===== config.mk =====
export PLATFORM = sky130hd
export DESIGN_NAME = key_cd_schedule_reg
export DESIGN_NICKNAME = d
export VERILOG_FILES = /design/src/rtl/key_cd_schedule_reg.sv
export SDC_FILE = /design/constraint.sdc
export NUM_CORES = 1
export LEC_CHECK = 0
export BUFFER_PORTS_ARGS = -buffer_cell sky130_fd_sc_hd__buf_4
export CORE_MARGIN = 5
export CORE_UTILIZATION = 25
export CTS_CLUSTER_SIZE = 12
export DETAILED_ROUTE_END_ITERATION = 12
export HOLD_SLACK_MARGIN = 0.06
export PLACE_DENSITY_LB_ADDON = 0.15
export SYNTH_ARGS = -nofsm -noshare
export SYNTH_HDL_FRONTEND = slang
export SYNTH_SLANG_ARGS = --single-unit

===== constraint.sdc =====
create_clock -name Clk -period 2.5 [get_ports Clk]
set_input_delay 0.25 -clock Clk [delete_from_list [all_inputs] [get_ports Clk]]
set_output_delay 0.25 -clock Clk [all_outputs]
set_load 0.05 [all_outputs]

===== src/rtl/key_cd_schedule_reg.sv =====
// key_cd_schedule_reg
// C/D key-half register for an extended DES-style key schedule. Loads the
// PC-1 halves, then walks them through ROUNDS circular rotations using a
// per-round 1/2-bit schedule, presenting each round on a valid/ready stream
// towards the PC-2 subkey stage. Decrypt order starts from the fully rotated
// halves and rotates right, so round k of a decrypt equals round
// ROUNDS-1-k of the encrypt sequence for symmetric schedules.
module key_cd_schedule_reg #(
  parameter int                HALF_W     = 56,
  parameter int                ROUNDS     = 16,
  parameter logic [ROUNDS-1:0] SHIFT_MASK = 16'h8103,
  localparam int               IDX_W      = (ROUNDS > 1) ? $clog2(ROUNDS) : 1
) (
  input  logic              Clk,
  input  logic              Reset,
  input  logic              Load_valid,
  output logic              Load_ready,
  input  logic [HALF_W-1:0] C_in,
  input  logic [HALF_W-1:0] D_in,
  input  logic              Decrypt,
  output logic              Round_valid,
  input  logic              Round_ready,
  output logic [IDX_W-1:0]  Round_idx,
  output logic [HALF_W-1:0] C_out,
  output logic [HALF_W-1:0] D_out,
  output logic              Busy,
  output logic              Done
);

  // Total rotation over all rounds, reduced into the half width. The
  // decrypt order starts from this fully rotated position.
  function automatic int calc_total();
    int sum;
    sum = 0;
    for (int r = 0; r < ROUNDS; r++) begin
      sum += SHIFT_MASK[r] ? 1 : 2;
    end
    return sum % HALF_W;
  endfunction

  localparam int               TOTAL    = calc_total();
  localparam logic [IDX_W-1:0] LAST_IDX = IDX_W'(ROUNDS - 1);

  // Circular left rotation by amt (amt < HALF_W).
  function automatic logic [HALF_W-1:0] rol(input logic [HALF_W-1:0] x, input int amt);
    logic [2*HALF_W-1:0] t;
    t = {x, x} << amt;
    return t[2*HALF_W-1:HALF_W];
  endfunction

  // Circular right rotation by amt (amt < HALF_W).
  function automatic logic [HALF_W-1:0] ror(input logic [HALF_W-1:0] x, input int amt);
    logic [2*HALF_W-1:0] t;
    t = {x, x} >> amt;
    return t[HALF_W-1:0];
  endfunction

  typedef enum logic [1:0] {
    ST_IDLE = 2'd0,
    ST_RUN  = 2'd1,
    ST_DONE = 2'd2
  } state_t;

  state_t              state_reg, state_next;
  logic [HALF_W-1:0]   c_reg, c_next;
  logic [HALF_W-1:0]   d_reg, d_next;
  logic [IDX_W-1:0]    idx_reg, idx_next;
  logic                decrypt_reg, decrypt_next;

  // Per-round rotation amount, decoded once from the mask.
  logic [1:0]          shift_tab [ROUNDS];

  for (genvar gi = 0; gi < ROUNDS; gi++) begin : g_shift_tab
    assign shift_tab[gi] = SHIFT_MASK[gi] ? 2'd1 : 2'd2;
  end

  // Encrypt uses the amount of the round being entered; decrypt undoes the
  // amount of the mirrored encrypt round.
  logic [IDX_W-1:0]    enc_sel;
  logic [IDX_W-1:0]    dec_sel;
  logic [1:0]          enc_amt;
  logic [1:0]          dec_amt;

  assign enc_sel = idx_reg + 1'b1;
  assign dec_sel = LAST_IDX - idx_reg;
  assign enc_amt = shift_tab[enc_sel];
  assign dec_amt = shift_tab[dec_sel];

  // Handshake and status outputs decode straight from the state register.
  assign Load_ready  = (state_reg == ST_IDLE);
  assign Round_valid = (state_reg == ST_RUN);
  assign Busy        = (state_reg == ST_RUN);
  assign Done        = (state_reg == ST_DONE);
  assign Round_idx   = idx_reg;
  assign C_out       = c_reg;
  assign D_out       = d_reg;

  // State and datapath registers; reset clears everything and aborts a run.
  always_ff @(posedge Clk or negedge Reset) begin
    if (!Reset) begin
      state_reg   <= ST_IDLE;
      c_reg       <= '0;
      d_reg       <= '0;
      idx_reg     <= '0;
      decrypt_reg <= 1'b0;
    end else begin
      state_reg   <= state_next;
      c_reg       <= c_next;
      d_reg       <= d_next;
      idx_reg     <= idx_next;
      decrypt_reg <= decrypt_next;
    end
  end

  // Next-state and datapath update: load, advance on transfer, hold on stall.
  always_comb begin
    state_next   = state_reg;
    c_next       = c_reg;
    d_next       = d_reg;
    idx_next     = idx_reg;
    decrypt_next = decrypt_reg;

    case (state_reg)
      ST_IDLE: begin
        if (Load_valid) begin
          state_next   = ST_RUN;
          idx_next     = '0;
          decrypt_next = Decrypt;
          if (Decrypt) begin
            c_next = rol(C_in, TOTAL);
            d_next = rol(D_in, TOTAL);
          end else begin
            c_next = rol(C_in, int'(shift_tab[0]));
            d_next = rol(D_in, int'(shift_tab[0]));
          end
        end
      end

      ST_RUN: begin
        if (Round_ready) begin
          if (idx_reg == LAST_IDX) begin
            // Halves keep the last round's value after the stream ends.
            state_next = ST_DONE;
          end else begin
            idx_next = enc_sel;
            if (decrypt_reg) begin
              c_next = ror(c_reg, int'(dec_amt));
              d_next = ror(d_reg, int'(dec_amt));
            end else begin
              c_next = rol(c_reg, int'(enc_amt));
              d_next = rol(d_reg, int'(enc_amt));
            end
          end
        end
      end

      ST_DONE: begin
        // One-cycle Done pulse; loads are refused until back in idle.
        state_next = ST_IDLE;
      end

      default: begin
        state_next = ST_IDLE;
      end
    endcase
  end

endmodule

[Word-level counts from Yosys, hierarchy flattened]
Memory sizes are Yosys's and may differ from the RTL's.
Index checks and enable logic that the tools add are counted.
W data, S select, Z words.
Word-level totals
  logic and storage cells: 53
  memories: 2
  flip-flop bits (word level): 119
  input bits: 117
  output and inout bits: 120
  ROM bits: 64
Operators by class
  multiplexer cells: 24
  bitwise operators: 2
  reductions and logical operators: 5
  shift operators: 4
  $add $sub $neg: 2
  magnitude comparators: 2
  equality and inequality tests: 7
Memory list
  (no name shown): words 16, width 2, read ports 1, clocked after Yosys merged registers in 0, wr ports 0, RTL line 87  | assign dec_amt = shift_tab[dec_sel];
  (no name shown): words 16, width 2, read ports 1, clocked after Yosys merged registers in 0, wr ports 0, RTL line 86  | assign enc_amt = shift_tab[enc_sel];
Operators by type and width (count)
  $mux W56: 10
  $pmux W56 S2: 2
  $shl A112 B2 Y112: 2
  $shr A112 B2 Y56: 2
  $mux W2: 7
  $mux W4: 3
  $ge A5 B5 Y1 const B: 2
  $not A4 Y5: 2
  $pmux W4 S2: 1
  $ne A2 B2 Y1 const B: 3
  $add A4 B1 Y4 const B: 1
  $eq A4 B4 Y1 const B: 1
  $pmux W2 S2: 1
  $reduce_and A4 Y1: 1
  $sub A4 B4 Y4 const A: 1
  $reduce_and A3 Y1: 1
  $eq A2 B1 Y1 const B: 1
  $eq A2 B2 Y1 const B: 1
  $logic_not A2 Y1: 1
  $ne A2 B1 Y1 const B: 1
  $reduce_and A2 Y1: 1
  $reduce_bool A2 Y1: 1

[Depth between registers and ports, before layout]
Gate-level depths: netlist of the first run.
  depth in word-level cells: 10
  mapped depth: 11
  mapped depth without buffers: 7

[Worst setup path after synthesis of the first run]
OpenSTA, ideal clock, no wires.
  path kind: reg2reg
  start: register idx_reg[0] (netlist: Round_idx[0])
  end: register d_reg[36] (netlist: D_out[36])
  path buffers: 2
  arrival: 2726 ps
  required time: 2374 ps
  clock period less this slack: 2852 ps
  setup time: 126 ps
  stages on the path, launching flop included: 10
  setup slack: -352 ps
  cells stage by stage: dfrtp_1 > inv_1 > ha_1 > or4_1 > and3_1 > clkbuf_1 > buf_2 > nand3_1 > nand3_1 > a221o_1
Between the ends
  longest elaborated chain between the ends: 10
  elaborated cells between the ends (all ways): 19
  classes of those cells: add/sub: 2; eq/ne: 2; shift: 2; mux: 8; bitwise: 2; reduce/logical: 1; memory: 2
Ends and longest elaborated chain
  from (decl): RTL line 67  | logic [IDX_W-1:0] idx_reg, idx_next;
  from (signal assigned): RTL line 110  | idx_reg <= idx_next;
  $add A4 B1 Y4 / $sub A4 B4 Y4 (equally long branches): RTL line 84, 85
  $not A4 Y5, on equally long branches: RTL line 86, 87
  $mem_v2 Z16 W2, on equally long branches
  $mux W2, on equally long branches (2 in series): RTL line 86, 87
  $shl A112 B2 Y112 / $shr A112 B2 Y56 (equally long branches): RTL line 47, 54
  $mux W56: RTL line 146  | if (decrypt_reg) begin
  $mux W56: RTL line 141  | if (idx_reg == LAST_IDX) begin
  $mux W56: RTL line 140  | if (Round_ready) begin
  $pmux W56 S2: RTL line 123  | case (state_reg)
  to (signal assigned): RTL line 109  | d_reg <= d_next;
  to (decl): RTL line 66  | logic [HALF_W-1:0] d_reg, d_next;
Parallel ways exist; a longest one is shown, timed or not. The select of a mux whose other input is x is not followed.
A chain may end at the register's enable or synchronous reset.

[Worst setup path after layout of the first run]
  start: register idx_reg[0] (netlist: Round_idx[0])
  end: register d_reg[7] (netlist: D_out[7])
Same word-level chain as after synthesis.

==> impl.org, run 1 <==
** Status
- The flow ran to the end, and the final reports show no timing, DRC or antenna violations.

** Die
- Area of the die :: just over 0.07 mm^2
- In this run the vertical extent of the chip is between 200 and 300 um.
- Core Area :: about 0.066 mm^2
- In this run the core area contains 94 standard-cell rows.
- Number of top-level design ports :: about 240
- For this configuration, the core starts out at a cell density of 0.252.
- Die extent in x :: 267 um

** Synth
- The most used flip-flop cell after synthesis is sky130_fd_sc_hd__dfrtp_1.
- Net count after synthesis :: ~2.3k
- Of the total synthesized cell area, the portion taken by XOR and XNOR cells is 0.00204.
- Share of the synthesized area in the top cell type :: 0.180
- Counting flops with an async set or reset pin after synthesis yields a share of 1.00.
- Of all cell types, the one taking the most synthesized area is sky130_fd_sc_hd__dfrtp_1.
- By area, the combinational part of the netlist is dominated by compound AO/OA/AOI/OAI gates.
- Post-synthesis simple-gate area fraction :: 0.210
- Cell types with the largest area share after synthesis :: sky130_fd_sc_hd__dfrtp_1, sky130_fd_sc_hd__mux2i_1, sky130_fd_sc_hd__o221ai_1, sky130_fd_sc_hd__a221oi_1, sky130_fd_sc_hd__clkbuf_1
- Area of the mapped netlist :: between 0.015 and 0.02 mm^2
- Number of flip-flops and latches in the synthesized netlist :: roughly 120
- Of the total synthesized cell area, the portion taken by full adders, half adders and majority gates is 0.00454.
- The share of the Yosys chip area taken by registers is 0.180.
- Counting every instance in the synthesized netlist gives 2179.
- The synthesized-area fraction occupied by ao, oa, aoi and oai cells is 0.384.
- Count of synthesis-stage warnings from yosys :: 0
- Dividing the synthesized area by the synthesized cell count gives around 7.6 um^2.
- After synthesis, the netlist uses 56 different library cells.
- Number of synthesized flops with an enable pin :: 0
- The portion of synthesized area spent on multiplexers is 0.132.

** Worst setup path
- The critical path is of the flop to flop type.
- For the worst setup path, the data required time is 2830 ps.
- Critical Path Sink Type :: flop
- The worst setup path is launched from a flop.
- Maximum fanout along the worst path :: 23
- The number of cells on the worst reg-to-reg path is 7.
- Start of the worst register-to-register path :: Round_idx[0]
- Critical R2R Capture :: D_out[7]
- The setup check on the worst reg-to-reg path leaves a slack of roughly 15 ps.
- Crit path DAT :: between 2000 and 3000 ps

** Drt
- Detailed-route DRC error count :: 0
- The routed layout has 20.1k vias.
- Count of antenna-violating nets left after detailed routing :: 0
- After detailed routing, the number of vias per cell comes to 6.31.
- Drt wl/cell :: approximately 28 um
- First-pass DRT Iterations :: 6
- Starting DRT DRC Count :: between 2k and 2.5k
- The final layout contains routed wiring with a total length of between 80 and 90 mm.

** GRT
- The total overflow left after global routing is 0.
- Wire length of the first global-routing pass :: 132 mm
- The via count of the first global-routing pass was just under 20k.
- Largest net degree at the start of global routing :: 115
- For this run, the total global-route usage over all layers was measured as 0.239.
- The number of antenna violations at the first check in global routing came to 0.

** Timing
- Max Slew Vio Count :: 0
- Post-Route Hold Slack :: roughly 160 ps
- Derived from the worst setup path, the maximum achievable clock frequency is 402 MHz.
- After layout, the minimum clock period comes to 2480 ps.
- Period utilisation layout :: 0.994
- For the final database, setup skew stands at between 15 and 20 ps.
- Setup repair after global routing could not meet its margin everywhere.
- The final hold violation count came to 0.
- Worst slew margin relative to its limit :: 0.432
- Setup violations remaining at the end of the flow were counted as 0.
- Slew of the pin with the lowest slew margin :: around 830 ps

** Worst hold path
- The tightest min-delay check is of the input pin to async pin type.

** CTS
- Clk_lat worst skew :: 470 ps
- TritonCTS built the clock tree.
- TritonCTS Buffers :: 17
- In this run the deepest clock path goes through 2 buffers.
- Clock slew seen by the registers of the worst setup and hold paths :: ~60 ps
- In this run the number of H-tree levels came out at 4.
- Number of sinks on the clock net :: roughly 120
- Clock tree synthesis selected as its root buffer the cell sky130_fd_sc_hd__clkbuf_16.

** Finish
- In the layout the commonest cells are sky130_fd_sc_hd__buf_4, sky130_fd_sc_hd__mux2i_1, sky130_fd_sc_hd__nand2_1.
- # fillers :: just under 7k
- Area taken by flip-flops and latches :: around 0.003 mm^2
- The repair_antennas step left the layout with diodes totalling 0.
- Final Core Density :: 0.321
- After the last flow step, the layout net total stands at about 2.4k.
- Relative to the synthesized area, the layout overhead comes to 27.4%.
- In the final layout, the share of cells above drive strength 1 is 0.229.
- Footprint of the multi-input gates :: between 0.01 and 0.015 mm^2
- Most common cell after layout, fill and taps aside :: sky130_fd_sc_hd__buf_4

** Pwr
- Of the total power, registers draw 0.141.
- PwrDens :: roughly 1600 mW/mm^2
- Switching part of the total power :: 0.574
- Internal power :: 14600 uW
- In this run the static leakage power is a little under 0.008 uW.
- Fraction of power consumed by combinational cells :: 0.774
- Power share of the clock group :: 0.084
- The completed layout was analyzed and its total power is between 30000 and 40000 uW.
- Switching Power :: between 15000 and 20000 uW
- The worst-case IR drop observed on VDD is approximately 1 mV.

** Placement
- # port buffers :: 236
- Total half-perimeter wirelength after legalization and detailed placement :: approximately 62 mm
- Routability-driven placement finished with a final weighted congestion of between 0.8 and 0.9.

** Job
- Across the run, the number of max-cap violations was 0.
[cell type report]
type                            instances  share of cell area
Multi-Input combinational cell       1700               0.594
Timing Repair Buffer                  398               0.170
Sequential cell                       119               0.142
Tap cell                              864              0.0513
Clock buffer                           23              0.0227
Inverter                               65              0.0117
Clock inverter                          9             0.00808
[how the worst max path moves through the flow]
stage                      start   endpoint  cells past startpoint  slack (ps)
detailed placement  Round_idx[1]  D_out[48]                      8          -7
finish              Round_idx[0]   D_out[7]                      7          20
global route        Round_idx[0]  C_out[46]                      7         -90
CTS                 Round_idx[1]  C_out[42]                      9          20
floorplan           Round_idx[1]  D_out[13]                      9          -4
global placement    Round_idx[1]  D_out[48]                      8         -10
[metal layers]
layer	share of wire	track usage
met1	0.45	0.340
met2	0.45	0.371
met3	0.079	0.0454
met4	0.025	0.0664
met5	0	0
[power by group through the flow]
stage | Clock [uW] | Sequential [uW] | Combinational, uW
3_5_place_dp | 0 | 4820 | 25700
4_1_cts | 2950 | 4800 | 25800
6_report | 2900 | 4850 | 26600
5_1_grt | 3000 | 5020 | 28300
2_1_floorplan | 0 | 6430 | 14600
3_3_place_gp | 0 | 4820 | 25500
[cells in the mapped netlist (all sizes together), types with 3 or more instances]
library cell	number
clkbuf	231
mux2i	151
o21ai	151
nand2	123
dfrtp	119
o221ai	118
a221oi	104
o22ai	98
a211oi	94
and2	93
nor2b	89
a21oi	88
nor4bb	86
inv	65
buf	64
a31oi	58
mux2	58
nor2	58
a22oi	49
o31ai	45
nor3	42
o2111ai	42
nand3	33
o211ai	29
or4	24
nand4	12
a221o	8
nand4b	8
ha	6
o2bb2ai	6
o31a	4
nand2b	3
o21a	3
[metrics by stage]
stage | setup TNS [ps] | instances | worst slack (ps) | cell area (um^2)
2_1_floorplan | -14.8 | 2179 | -4.28 | 16600
3_3_place_gp | -10.5 | 3133 | -10.5 | 20100
3_5_place_dp | -7.36 | 3133 | -7.36 | 20100
4_1_cts | 0 | 3167 | 17.5 | 20700
5_1_grt | -726 | 3178 | -87.6 | 21100
6_report | 0 | 3178 | 15.3 | 21100
[repair_timing]
| action | CTS | global route |
|---|---|---|
| gates resized for setup | 1 | 39 |
| setup buffers | 0 | 10 |
| setup endpoints to repair | 1 | 85 |
| hold buffers | 2 | 0 |
| hold endpoints to repair | 121 | 0 |
| gates cloned | 0 | 1 |
| pin swaps | 1 | 2 |
[cells by family (layout without fill, tap and decap cells)]
group / Yosys count / count (layout)
XOR/XNOR: 3 / 3
multiplexers: 209 / 209
buffers and inverters: 360 / 495
AND/OR/NAND/NOR: 580 / 580
AO/OA/AOI/OAI: 902 / 902
flip-flops: 119 / 119
adder cells (fa/ha/maj): 6 / 6
[critical path: stages (launching register included)]
cell	delay, ps
sky130_fd_sc_hd__dfrtp_4	520
sky130_fd_sc_hd__ha_1	270
sky130_fd_sc_hd__mux2_4	360
sky130_fd_sc_hd__buf_4	270
sky130_fd_sc_hd__a221oi_1	370
sky130_fd_sc_hd__a21oi_1	130
sky130_fd_sc_hd__nor3_1	310
sky130_fd_sc_hd__o22ai_1	130
Power figures use the tool's default switching activity.
==> run 2: changes to the inputs <==
Settings changed: CELL_PAD_IN_SITES_DETAIL_PLACEMENT from default to 2, CELL_PAD_IN_SITES_GLOBAL_PLACEMENT from default to 2, SLEW_MARGIN from default to 20.
==> impl.org, run 2 (synthesis results as in run 1) <==
** Status
- Status: finished clean (unchanged).

** Die
- The top-level I/O count came to 237 (unchanged).
- The placement row count was 94 (unchanged).
- Die extent in x :: 267 um (unchanged)
- Area of the die :: 0.0714 mm^2 (unchanged)
- Die Y-Extent :: 267 um (unchanged)
- The initial core utilization is 0.252 (unchanged).
- Core Area :: 0.0656 mm^2 (unchanged)

** Drt
- The antenna violation net count after detailed routing is 0 (unchanged).
- The via count normalized by instance count was 6.42 (was 6.31).
- The number of violations reported at the end of detailed-routing iteration 0 was 1527 (was 2131).
- Detailed-route via count :: 20.6k (was 20.1k)
- Detailed-route DRC error count :: 0 (unchanged)
- The number of iterations in the first detailed-routing pass came to 5 (was 6).
- Drt wl/cell :: 32.6 um (was 28.3 um)
- The total wire length is 105 mm (was 89.8 mm).

** Placement
- Total half-perimeter wirelength after legalization and detailed placement :: 72.3 mm (was 62.5 mm)
- Cell area after placement :: 0.0204 mm^2 (was 0.0201 mm^2)
- Worst slack after detailed placement :: -114 ps (was -7.36 ps)
- # port buffers :: 236 (unchanged)
- Global placement routability congestion :: 0.851 (was 0.862)

** Worst setup path
- Critical path buffer and inverter count :: 2 (was 1)
- Critical Path Sink Type :: flop (unchanged)
- The library cell contributing the largest single delay on the critical path was sky130_fd_sc_hd__dfrtp_4 (unchanged).
- CP cell instances :: ha_2 -> buf_4 -> mux2i_4 -> mux2_4 -> buf_12 -> mux2_2 -> a221oi_2 -> o22ai_1 (was ha_1 -> mux2_4 -> buf_4 -> a221oi_1 -> a21oi_1 -> nor3_1 -> o22ai_1)
- The peak fanout along the critical path is 8 (was 23).
- The source of the worst register-to-register timing path is Round_idx[1] (was Round_idx[0]).
- The setup slack on the worst flop-to-flop path is 30 ps (was 20 ps).
- Largest stage delay, worst path :: 530 ps (was 520 ps)
- Depth of the worst register-to-register path :: 8 (was 7)
- CP startpoint :: Round_idx[1] (was Round_idx[0])
- Critical R2R Capture :: C_out[12] (was D_out[7])
- Launching element type of the critical path :: flop (unchanged)
- Kind of critical path :: flop to flop (unchanged)
- Kind of cell with the highest combined delay on the critical path :: multiplexers (was compound AO/OA/AOI/OAI gates)
- Crit path DAT :: 2850 ps (was 2820 ps)
- CP required :: 2870 ps (was 2830 ps)

** Pwr
- The power per cell area is 1680 mW/mm^2 (was 1630 mW/mm^2).
- The total power after layout was 36400 uW (was 34400 uW).
- Fraction of power consumed by combinational cells :: 0.792 (was 0.774)
- Leakage Power :: 0.00812 uW (was 0.00786 uW)
- The register share of total power was 0.137 (was 0.141).
- The clock share of power was 0.071 (was 0.084).
- The largest vdd supply drop is 0.910 mV (was 0.997 mV).
- The switching part of the total power is 0.589 (was 0.574).
- Internal power :: 15000 uW (was 14600 uW)
- The switching power came to 21400 uW (was 19700 uW).

** Timing
- Number of endpoints with negative hold slack in the final report :: 0 (unchanged)
- The final clock skew is 12.9 ps (was 15.9 ps).
- Slew of the pin with the lowest slew margin :: 786 ps (was 828 ps)
- Worst slew margin relative to its limit :: 0.461 (was 0.432)
- Final critical-path required period :: 2470 ps (was 2480 ps)
- The worst setup margin is 25.2 ps (was 15.3 ps).
- The number of endpoints failing setup at the final stage was 0 (unchanged).
- Summed negative setup slack over all endpoints :: 0 ps (unchanged)
- Max Slew Vio Count :: 0 (unchanged)
- The maximum clock frequency is 404 MHz (was 402 MHz).
- The share of the clock period used by the worst path after layout is 0.990 (was 0.994).
- Setup repair after global routing missed its margin :: yes (unchanged)

** GRT
- The sum of overflow across all layers after global routing was 0 (unchanged).
- The met2 usage in global routing is 0.435 (was 0.371).
- Global-route usage over all layers :: 0.277 (was 0.239)
- The met3 routing resource usage after global routing came to 0.0631 (was 0.0454).
- The via count of the first global-routing pass was 21.8k (was 19.2k).
- The first-pass GRT wire length is 150 mm (was 132 mm).
- The number of antenna violations at the first check in global routing is 5 (was 0).
- Largest net degree at the start of global routing :: 67 (was 115)
- The met1 track utilization from global routing was 0.378 (was 0.340).
- GR peak layer :: met2 (unchanged)

** CTS
- Clk_lat worst skew :: 500 ps (was 470 ps)
- Clock slew seen by the registers of the worst setup and hold paths :: 70 ps (was 60 ps)
- The maximum clock insertion buffer count came to 2 (unchanged).
- The count of clock tree sinks was 119 (unchanged).
- The maximum level of the CTS H-tree was 4 (unchanged).
- The CTS tree is built (unchanged).
- Cell at the root of the clock tree :: sky130_fd_sc_hd__clkbuf_16 (unchanged)
- TritonCTS Buffers :: 17 (unchanged)

** Finish
- The final core area utilization is 0.330 (was 0.321).
- The post-layout net count is 2454 (was 2424).
- Footprint of the multi-input gates :: 0.0128 mm^2 (was 0.0125 mm^2)
- Highest-count cells in the layout ignoring fill and taps: sky130_fd_sc_hd__buf_4, sky130_fd_sc_hd__mux2i_1, sky130_fd_sc_hd__nand2_1 (unchanged).
- Number of antenna repair diodes :: 0 (unchanged)
- # fillers :: 7458 (was 6959)
- The layout overhead on the synthesized area was 31.2% (was 27.4%).
- The sequential cell area is 0.00300 mm^2 (unchanged).
- The commonest non-fill, non-tap cell in the layout was sky130_fd_sc_hd__buf_4 (unchanged).
- The fraction of layout cells with a size suffix above 1 was 0.256 (was 0.229).
- Fin area :: 0.0217 mm^2 (was 0.0211 mm^2)

** Worst hold path
- The worst hold path passes through 4 cells.
- Classification of the worst-slack hold path :: input pin to flop (was input pin to async pin)
- The startpoint identified for the worst hold timing path is D_in[34].
- Hold endpoint :: D_out[35]

** Job
- The number of max-cap violations is 0 (unchanged).
-- run 2: cell count changes in the layout (fill, tap and decap cells not counted), moves of 6 or more --
cell	previous run	this run
sky130_fd_sc_hd__a221oi_1	82	54
sky130_fd_sc_hd__a221oi_2	22	49
sky130_fd_sc_hd__buf_12	43	52
sky130_fd_sc_hd__buf_4	345	360
sky130_fd_sc_hd__o21ai_0	105	99
sky130_fd_sc_hd__o21ai_1	44	50
-- run 2: cell type report --
cell class                 count  share of cell area
clock buffer                  19              0.0204
timing repair buffer         428               0.186
clock inverter                13             0.00496
inverter                      65              0.0114
tap                          864              0.0498
sequential                   119               0.138
multi-input combinational   1700               0.589
-- run 2: what timing repair did --
action                     in CTS  in global routing
gates cloned                    1                  5
hold endpoints to repair       47                  0
resized for setup              16                 75
setup endpoints to repair      23                 95
pin swaps                       0                  5
hold buffers                    2                  0
setup buffers                   0                 14
-- run 2: per-stage QoR --
step           hold slack, ps  cells
2_1_floorplan           -45.6   2179
3_3_place_gp              289   3155
3_5_place_dp              282   3155
4_1_cts                   206   3189
5_1_grt                   269   3208
6_report                  265   3208
-- run 2: worst min-delay path: stages --
cell and delay, ps:
sky130_fd_sc_hd__buf_4 90, sky130_fd_sc_hd__mux2i_1 100, sky130_fd_sc_hd__nor3_1 160, sky130_fd_sc_hd__a221o_1 130
-- run 2: power groups by stage --
stage	clock, uW	combinational, uW	sequential [uW]
after floorplan	0	14600	6430
after global placement	0	26400	4940
after detailed placement	0	27000	4950
after CTS	2650	27400	4950
after global routing	2690	30300	5150
final	2580	28800	4990
-- run 2: how the worst max path moves through the flow --
stage	endpoint	depth (start not counted)
CTS	C_out[15]	8
global route	C_out[12]	8
finish	C_out[12]	8
floorplan	D_out[13]	9
detailed placement	C_out[1]	7
global placement	C_out[1]	7
-- run 2: layer usage --
| metal | share of wire | vias to the layer above |
|---|---|---|
| li1 | - | 8984 |
| met1 | 0.45 | 10700 |
| met2 | 0.45 | 727 |
| met3 | 0.066 | 140 |
| met4 | 0.033 | 0 |
| met5 | 0 | - |
==> run 3: changes to the inputs <==
Settings changed: CORE_MARGIN 5 to 2.
==> impl.org, run 3 (synthesis results as in run 1) <==
** Timing
- FMAX :: 407 MHz (was 404 MHz)
- Slew of the pin with the lowest slew margin :: 767 ps (was 786 ps)
- Number of endpoints with negative hold slack in the final report :: 0 (unchanged)
- Final clock skew :: 9.64 ps (was 12.9 ps)
- The share of the clock period used by the worst path after layout is 0.982 (was 0.990).
- The worst slew margin relative to its limit was 0.489 (was 0.461).
- Final critical-path required period :: 2460 ps (was 2470 ps)
- Number of setup violations in the final report :: 0 (unchanged)
- Max Slew Vio Count :: 0 (unchanged)
- Setup repair after global routing missed its margin: yes (unchanged).

** Pwr
- The power per cell area came to 1700 mW/mm^2 (was 1680 mW/mm^2).
- The largest vdd supply drop is 1.21 mV (was 0.910 mV).
- The leakage dissipation was 0.00802 uW (was 0.00812 uW).
- The total power after layout came to 36700 uW (was 36400 uW).

** Die
- Number of top-level design ports :: 237 (unchanged)
- Area of the die :: 0.0682 mm^2 (was 0.0714 mm^2)
- Core Area :: 0.0656 mm^2 (unchanged)
- The overall die height came to 261 um (was 267 um).
- The initial core utilization is 0.252 (unchanged).
- The placement row count was 94 (unchanged).
- Die extent in x :: 261 um (was 267 um)

** CTS
- The total CTS buffers was 17 (unchanged).
- Clock tree from TritonCTS :: built (unchanged)
- Cell at the root of the clock tree :: sky130_fd_sc_hd__clkbuf_16 (unchanged)
- Clk_lat worst skew :: 500 ps (about the same)
- Number of sinks on the clock net :: 119 (unchanged)
- The maximum clock insertion buffer count came to 2 (unchanged).
- The maximum level of the CTS H-tree is 4 (unchanged).
- The clock-pin slew on the worst setup and hold paths came to 60 ps (was 70 ps).

** Finish
- Area growth from synthesis to final layout :: 30.1% (was 31.2%)
- Most common cell after layout, fill and taps aside :: sky130_fd_sc_hd__buf_4 (unchanged)
- Final Core Density :: 0.328 (was 0.330)
- The post-layout net count was 2428 (was 2454).
- Fin area :: 0.0215 mm^2 (was 0.0217 mm^2)
- The fraction of layout cells with a size suffix above 1 is 0.252 (was 0.256).
- Highest-count cells in the layout ignoring fill and taps :: sky130_fd_sc_hd__buf_4, sky130_fd_sc_hd__mux2i_1, sky130_fd_sc_hd__nand2_1 (unchanged)
- The number of fill cells in the layout was 7452 (was 7458).

** Worst setup path
- The peak fanout along the critical path is 11 (was 8).
- CP required :: 2880 ps (was 2870 ps)
- The start-to-end type of the worst setup path was flop to flop (unchanged).
- The data arrival at the endpoint of the critical path is 2830 ps (was 2850 ps).
- The kind of start point of the critical path is a flop (unchanged).
- Critical Path Sink Type :: flop (unchanged)

** GRT
- The number of antenna violations at the first check in global routing came to 0 (was 5).
- The total routing resource utilization after global routing is 0.291 (was 0.277).
- Largest net degree at the start of global routing :: 90 (was 67)
- Wire length of the first global-routing pass :: 150 mm (about the same)
- Number of global-route vias before repair :: 21.5k (was 21.8k)
- GR Overflow Total :: 0 (unchanged)

** Drt
- Count of antenna-violating nets left after detailed routing :: 0 (unchanged)
- Detailed-route via count :: 20.7k (was 20.6k)
- First-pass DRT Iterations :: 5 (unchanged)
- The total wire length is 102 mm (was 105 mm).
- Detailed-route DRC error count :: 0 (unchanged)
- The detailed-route wire length per cell is 32.1 um (was 32.6 um).
- Starting DRT DRC Count :: 1696 (was 1527)
- Vias per inst :: 6.49 (was 6.42)

** Placement
- Cell area after placement :: 0.0200 mm^2 (was 0.0204 mm^2)
- Total half-perimeter wirelength after legalization and detailed placement :: 69.6 mm (was 72.3 mm)
- The routability congestion estimate from global placement came to 0.878 (was 0.851).
- The number of I/O port buffers was 236 (unchanged).

** Job
- Max-capacitance violation count :: 0 (unchanged)

** Worst hold path
- Classification of the worst-slack hold path :: input pin to flop (unchanged)

** Status
- Status :: finished clean (unchanged)
-- run 3: final timing paths --
kind	startpoint	to	slack, ps	cells after the start
max reg2reg	Round_idx[1]	D_out[53]	40	9
min	D_in[34]	D_out[35]	230	4
max in group asynchronous	Reset	C_out[21]	1400	3
min reg2reg	D_out[36]	D_out[36]	660	1
min in group asynchronous	Reset	D_out[48]	320	2
max	Round_idx[1]	D_out[53]	40	9
-- run 3: layout make-up --
class	instances	area (um^2)	area share
multi-input cells	1700	12900	0.598
repair buffers	402	3660	0.170
flip-flops and latches	119	3000	0.139
well taps	864	1080	0.0503
clock buffers	24	512	0.0238
inverters	65	249	0.0116
clock inverters	8	140	0.00652
diodes	2	5.00	0.000233
-- run 3: what timing repair did --
action	CTS	global route
setup buffers	3	13
endpoints found under the hold margin	46	0
hold buffers	2	0
pin swaps	2	9
gates cloned	0	4
setup endpoints to repair	91	108
gates resized for setup	12	89
-- run 3: worst max-delay path, cell delays in order (launching register included) --
cell and delay, ps:
sky130_fd_sc_hd__dfrtp_4 530, sky130_fd_sc_hd__buf_4 150, sky130_fd_sc_hd__buf_4 130, sky130_fd_sc_hd__mux2_4 340, sky130_fd_sc_hd__buf_4 220, sky130_fd_sc_hd__a221oi_1 330, sky130_fd_sc_hd__buf_4 210, sky130_fd_sc_hd__a211oi_2 80
sky130_fd_sc_hd__o31ai_1 220, sky130_fd_sc_hd__o21ai_1 90
-- run 3: per-stage QoR --
stage | setup WS (ps) | cells | setup TNS, ps | hold WS (ps)
3_5_place_dp | -110 | 3128 | -3570 | 273
2_1_floorplan | -4.28 | 2179 | -14.8 | -45.6
5_1_grt | -53.0 | 3182 | -1060 | 235
3_3_place_gp | -11.1 | 3128 | -42.7 | 270
6_report | 44.1 | 3184 | 0 | 232
4_1_cts | -18.3 | 3165 | -55.3 | 190
-- run 3: power by group --
part | internal (uW) | switching [uW]
Sequential | 2750 | 2170
Combinational | 10500 | 18300
Clock | 1820 | 1110
Total | 15100 | 21600
-- run 3: routing by layer --
metal	GRT usage	vias up	share of wire
met1	0.402	10900	0.46
met5	0	-	0
li1	-	8940	-
met4	0.0898	0	0.021
met2	0.462	681	0.46
met3	0.0473	110	0.054
